[config.mk]
export PLATFORM = sky130hd
export DESIGN_NAME = branch_target_predictor
export DESIGN_NICKNAME = d
export VERILOG_FILES = /design/src/rtl/branch_target_predictor.sv
export SDC_FILE = /design/constraint.sdc
export NUM_CORES = 2
export LEC_CHECK = 0
export ABC_AREA = 1
export ABC_CLOCK_PERIOD_IN_PS = 6500
export BUFFER_PORTS_ARGS = -buffer_cell sky130_fd_sc_hd__buf_2
export CORE_MARGIN = 2
export CORE_UTILIZATION = 50
export CTS_BUF_LIST = sky130_fd_sc_hd__clkbuf_8
export DETAILED_ROUTE_END_ITERATION = 8
export PLACE_DENSITY = 0.66
export SETUP_SLACK_MARGIN = 0.4
export SYNTH_ARGS = -nofsm -noshare
export SYNTH_HDL_FRONTEND = slang
export SYNTH_SLANG_ARGS = --single-unit
[constraint.sdc]
create_clock -name clk -period 6.5 [get_ports clk]
set_input_delay 0 -clock clk [delete_from_list [all_inputs] [get_ports clk]]
set_output_delay 0 -clock clk [all_outputs]
set_load 0.005 [all_outputs]
[src/rtl/branch_target_predictor.sv]
// Direct-mapped branch target buffer with a gshare-style 2-bit pattern table.
// Lookup is combinational from current_pc; resolved branches and jumps train the tables on the clock edge.
module branch_target_predictor #(
  parameter int ENTRIES = 32,
  parameter int HIST    = $clog2(ENTRIES)
) (
  input  logic        clk,
  input  logic        reset,
  input  logic [31:0] current_pc,
  output logic [31:0] predicted_pc,
  output logic        predict_taken,
  input  logic        update_valid,
  input  logic [31:0] update_pc,
  input  logic [31:0] update_target,
  input  logic        update_taken,
  input  logic        update_is_jump,
  input  logic        update_is_branch
);

  localparam int IW = $clog2(ENTRIES);
  localparam int TW = 30 - IW;

  logic [ENTRIES-1:0] valid_q;
  logic [ENTRIES-1:0] jump_q;
  logic [TW-1:0]      tag_q    [ENTRIES];
  logic [31:0]        target_q [ENTRIES];
  logic [1:0]         pht_q    [ENTRIES];
  logic [HIST-1:0]    ghr_q;
  logic [HIST-1:0]    ghr_d;

  logic [IW-1:0] ghr_ext;
  logic [IW-1:0] lk_idx;
  logic [IW-1:0] lk_pht_idx;
  logic [TW-1:0] lk_tag;
  logic          lk_hit;
  logic [1:0]    lk_cnt;

  logic [IW-1:0] upd_idx;
  logic [IW-1:0] upd_pht_idx;
  logic [TW-1:0] upd_tag;
  logic          upd_en;
  logic          btb_we;
  logic          btb_jump_d;
  logic          pht_we;
  logic [1:0]    pht_cur;
  logic [1:0]    pht_cnt_d;
  logic [HIST:0] ghr_shift;

  logic unused_bits;
  assign unused_bits = ^{current_pc[1:0], update_pc[1:0]};

  assign ghr_ext     = IW'(ghr_q);
  assign lk_idx      = current_pc[IW+1:2];
  assign lk_tag      = current_pc[31:IW+2];
  assign lk_pht_idx  = lk_idx ^ ghr_ext;
  assign upd_idx     = update_pc[IW+1:2];
  assign upd_tag     = update_pc[31:IW+2];
  assign upd_pht_idx = upd_idx ^ ghr_ext;
  assign upd_en      = update_valid && !reset;
  assign ghr_shift   = {ghr_q, update_taken};

  // Reset forces the not-taken path so stale or uninitialised entries never leak out.
  always_comb begin
    lk_hit        = valid_q[lk_idx] && (tag_q[lk_idx] == lk_tag);
    lk_cnt        = pht_q[lk_pht_idx];
    predict_taken = !reset && lk_hit && (jump_q[lk_idx] || lk_cnt[1]);
    predicted_pc  = predict_taken ? target_q[lk_idx] : current_pc + 32'd4;
  end

  // Jump wins over branch when both flags are set; PHT/GHR then stay put.
  always_comb begin
    btb_we     = 1'b0;
    btb_jump_d = 1'b0;
    pht_we     = 1'b0;
    pht_cur    = pht_q[upd_pht_idx];
    pht_cnt_d  = pht_cur;
    ghr_d      = ghr_q;
    if (upd_en) begin
      if (update_is_jump) begin
        btb_we     = 1'b1;
        btb_jump_d = 1'b1;
      end else if (update_is_branch) begin
        pht_we = 1'b1;
        ghr_d  = ghr_shift[HIST-1:0];
        if (update_taken) begin
          btb_we    = 1'b1;
          pht_cnt_d = (pht_cur == 2'b11) ? 2'b11 : pht_cur + 2'd1;
        end else begin
          pht_cnt_d = (pht_cur == 2'b00) ? 2'b00 : pht_cur - 2'd1;
        end
      end
    end
  end

  always_ff @(posedge clk) begin
    if (reset) begin
      valid_q <= '0;
      ghr_q   <= '0;
      for (int i = 0; i < ENTRIES; i++) begin
        pht_q[i] <= 2'b01;
      end
    end else begin
      if (btb_we) begin
        valid_q[upd_idx] <= 1'b1;
      end
      if (pht_we) begin
        pht_q[upd_pht_idx] <= pht_cnt_d;
      end
      ghr_q <= ghr_d;
    end
  end

  // Payload fields are qualified by valid_q, so they need no reset.
  always_ff @(posedge clk) begin
    if (btb_we) begin
      jump_q[upd_idx]   <= btb_jump_d;
      tag_q[upd_idx]    <= upd_tag;
      target_q[upd_idx] <= update_target;
    end
  end

endmodule

==> flow_summary.yaml <==
run_status:
  status: "completed"
clock_network:
  clk_pin_slew_ns: 0.06
  clock_sinks: 1957
  htree_levels: 5
  cts_buffers: 325
  cts_tree: "built"
  postCtsSetupRepairBufs: 0
  root_buffer: "clkbuf_8"
  cts_buffer_depth: 4
  clock_latency_ns: 0.98
sta:
  worst_pin_slew_ns: 1.248
  finalSetupViolations: 0
  fin_setup_tns_ns: 0
  maxSlewHeadroom: 0.1663
  clock_skew_ns: 0.01002
  finalCritPeriodShare: 0.7384
  report.final.slew_viol_count: 0
  period_minus_slack_ns: 4.800
  fin_ws_ns: 1.700
  rsz0062_at_grt: "no"
  fmax_mhz: 208.3
  hold_viol_final: 0
grt:
  antenna_found_initial: 30
  grt_pass1_vias: 51990
  overflow: 0
  grt_pass1_wl_um: 342000
  grt_max_degree: 183
  grt_usage: 0.2861
logic_synthesis:
  yosysWarnings: 0
  synth_area_leaders: "edfxtp_1 72%, nand2_1 6.2%, nor2_1 5.4%"
  yosys.area_share.simple: 0.1532
  synth_top_family_by_area: "simple AND/OR/NAND/NOR gates"
  synthCells: 6875
  synth_top_cell_by_area: "edfxtp_1"
  yosysMostFrequentCell: "edfxtp_1"
  synth.distinct_cells: 41
  synth_compound_area_frac: 0.08097
  ys_seq_area_frac: 0.7270
  syn_area_mm2: 0.08033
  synth_top_cell_area_share: 0.7178
  avgSynthCellArea_um2: 11.68
  ys_dominant_reg_cell: "edfxtp_1"
  synth_fa_ha_area_frac: 0.0001558
  synth_xor_area_frac: 0.004034
  synthTopCellsByCount: "1,920 x edfxtp_1, 1,326 x nand2_1, 1,148 x nor2_1, 700 x o21ai_0, 519 x nand3_1"
  ys_async_sr_fraction: 0
  synth-edff-count: 1920
  muxShareOfSynthArea: 0
  synth-seq-cells: 1957
  syn-num-nets: 6978
setup_path:
  start_kind: "primary input"
  crit_arrival_ns: 4.80
  crit_chain: "buf_8, inv_8, buf_4, o21ai_0, nand3_1, nand3_1, nand2_1, nand2_1, nand2_1, nand2_1, nor2_1, nand3_1, nor2_4, buf_4, nand2_2, o21ai_0, buf_2"
  crit_fanout: 140
  crit_path_end_kind: "output port"
  cp.required_ns: 6.50
  critPathMaxStageDelay_ns: 0.73
  crit_top_cell: "nand2_1"
  crit_path_top_delay_cell: "buf_4"
  timing_worst_setup_path_type: "primary input to output port"
die:
  start_util: 0.5020
  pin_count: 135
  dieWidth_um: 404.8
  die_height_um: 404.8
  row_count: 147
  core_mm2: 0.1600
  dieArea_mm2: 0.1639
pwr:
  cellPowerDensity_mw_per_mm2: 280.0
  p_leak_nw: 31.56
  peakVddDrop_v: 0.0002286
route:
  ant_nets: 0
  num_vias: 56010
  wl_per_cell_um: 25.20
  drc: 0
  vias_per_cell: 5.923
  drt-pass1-iter-count: 6
  dr.first_iter.drc_count: 8149
  wirelength_um: 238300
final_layout:
  layout-drive-gt1-share: 0.08794
  filler_cell_count: 13070
  area_growth_syn_to_layout_pct: 11.85
  num-nets-final: 7239
hold_path:
  hold_class: "primary input to flop"
placement:
  numPortBuffers: 132
  hpwl_um: 119700
  pre_cts_ws_ns: 1.922
  gp_congestion: 0.9594
flow_run:
  max-cap-violations: 0
[metrics by stage]
| step | utilization | std cells | area [µm²] | power, mW | hold slack, ns |
|---|---|---|---|---|---|
| 2_1_floorplan | - | 6875 | 80330 | 15.15 | 0.09082 |
| 3_3_place_gp | 0.5197 | 8780 | 83160 | 15.78 | 0.2593 |
| 3_5_place_dp | 0.5197 | 8780 | 83160 | 15.80 | 0.2591 |
| 4_1_cts | 0.5613 | 9443 | 89820 | 25.24 | 0.00001166 |
| 5_1_grt | 0.5614 | 9448 | 89830 | 25.97 | 0.04228 |
| 6_report | 0.5615 | 9456 | 89850 | 25.16 | 0.06671 |
[layer usage]
layer	vias to the layer above	wire length, µm	track usage
met4	26	7583	0.09944
met3	500	28760	0.08238
met1	27410	93970	0.3938
met5	-	312	0.006839
li1	24890	-	-
met2	3175	107600	0.4360
[cell usage in the layout, fill, tap and decap left out, drive strengths merged, types with 3 or more instances in the layout]
cell type,n
o22ai,215
nand3b,12
inv,349
a221o,4
o221ai,50
a21oi,108
xor2,28
o211ai,11
nand2,1328
dfxtp,37
clkinvlp,4
nand4,9
o211a,20
o21ai,721
diode,13
dlygate4sd3,115
o2111ai,3
nor4,7
edfxtp,1920
a31oi,27
nand3,519
nor2,1151
xnor2,9
nor3,29
buf,238
clkinv,94
clkbuf,335
[state kept, by name, indices dropped and copies added, names as in the netlist]
signal	cells
target_q	1024
valid_q	32
jump_q	32
pht_q	64
tag_q	800
ghr_ext	5
[critical path: cells and delay by family]
kind / cells / cell delay (ns)
AO/OA/AOI/OAI: 2 / 0.79
buffers and inverters: 5 / 2.13
AND/OR/NAND/NOR: 10 / 1.56
[cells by family (layout without fill, tap and decap cells)]
| family | count (synthesis) | after routing |
|---|---|---|
| and+or+nand+nor | 3059 | 3059 |
| DFF | 1957 | 1957 |
| AOI/OAI and AO/OA | 1166 | 1166 |
| buffers and inverters | 655 | 1137 |
| xor gates and xnor gates | 37 | 37 |
| adders and majority gates | 1 | 1 |
| other | 0 | 13 |
[what timing repair did]
item                                   in CTS  in global routing
resized for setup                           0                  0
endpoints found under the hold margin    2160                  0
hold buffers                              115                  0
[where the power goes]
part | switching, mW | internal [mW] | total [mW] | leakage (nW)
Sequential | 0.0167 | 13.9 | 13.9 | 17.5
Combinational | 1.26 | 0.446 | 1.71 | 10.8
Clock | 4.70 | 4.81 | 9.51 | 3.24
[path summary, 6_finish.rpt]
check / from / endpoint / slack [ns] / depth (start not counted)
max: current_pc[2] / predicted_pc[29] / 1.70 / 17
min reg2reg: valid_q[31] / valid_q[31] / 0.47 / 2
min: update_pc[30] / tag_q[26][23] / 0.07 / 2
max reg2reg: ghr_ext[1] / pht_q[4][0] / 2.50 / 13
[final cells by class]
class | count | area [µm²] | share of cell area
Tap cell | 2086 | 2610 | 0.02905
Inverter | 236 | 918.4 | 0.01022
Antenna cell | 13 | 32.53 | 0.0003621
Timing Repair Buffer | 353 | 2987 | 0.03324
Multi-Input combinational cell | 4263 | 19400 | 0.2159
Clock inverter | 213 | 893.4 | 0.009943
Clock buffer | 335 | 4611 | 0.05132
Sequential cell | 1957 | 58400 | 0.6499
Power figures use the tool's default switching activity.
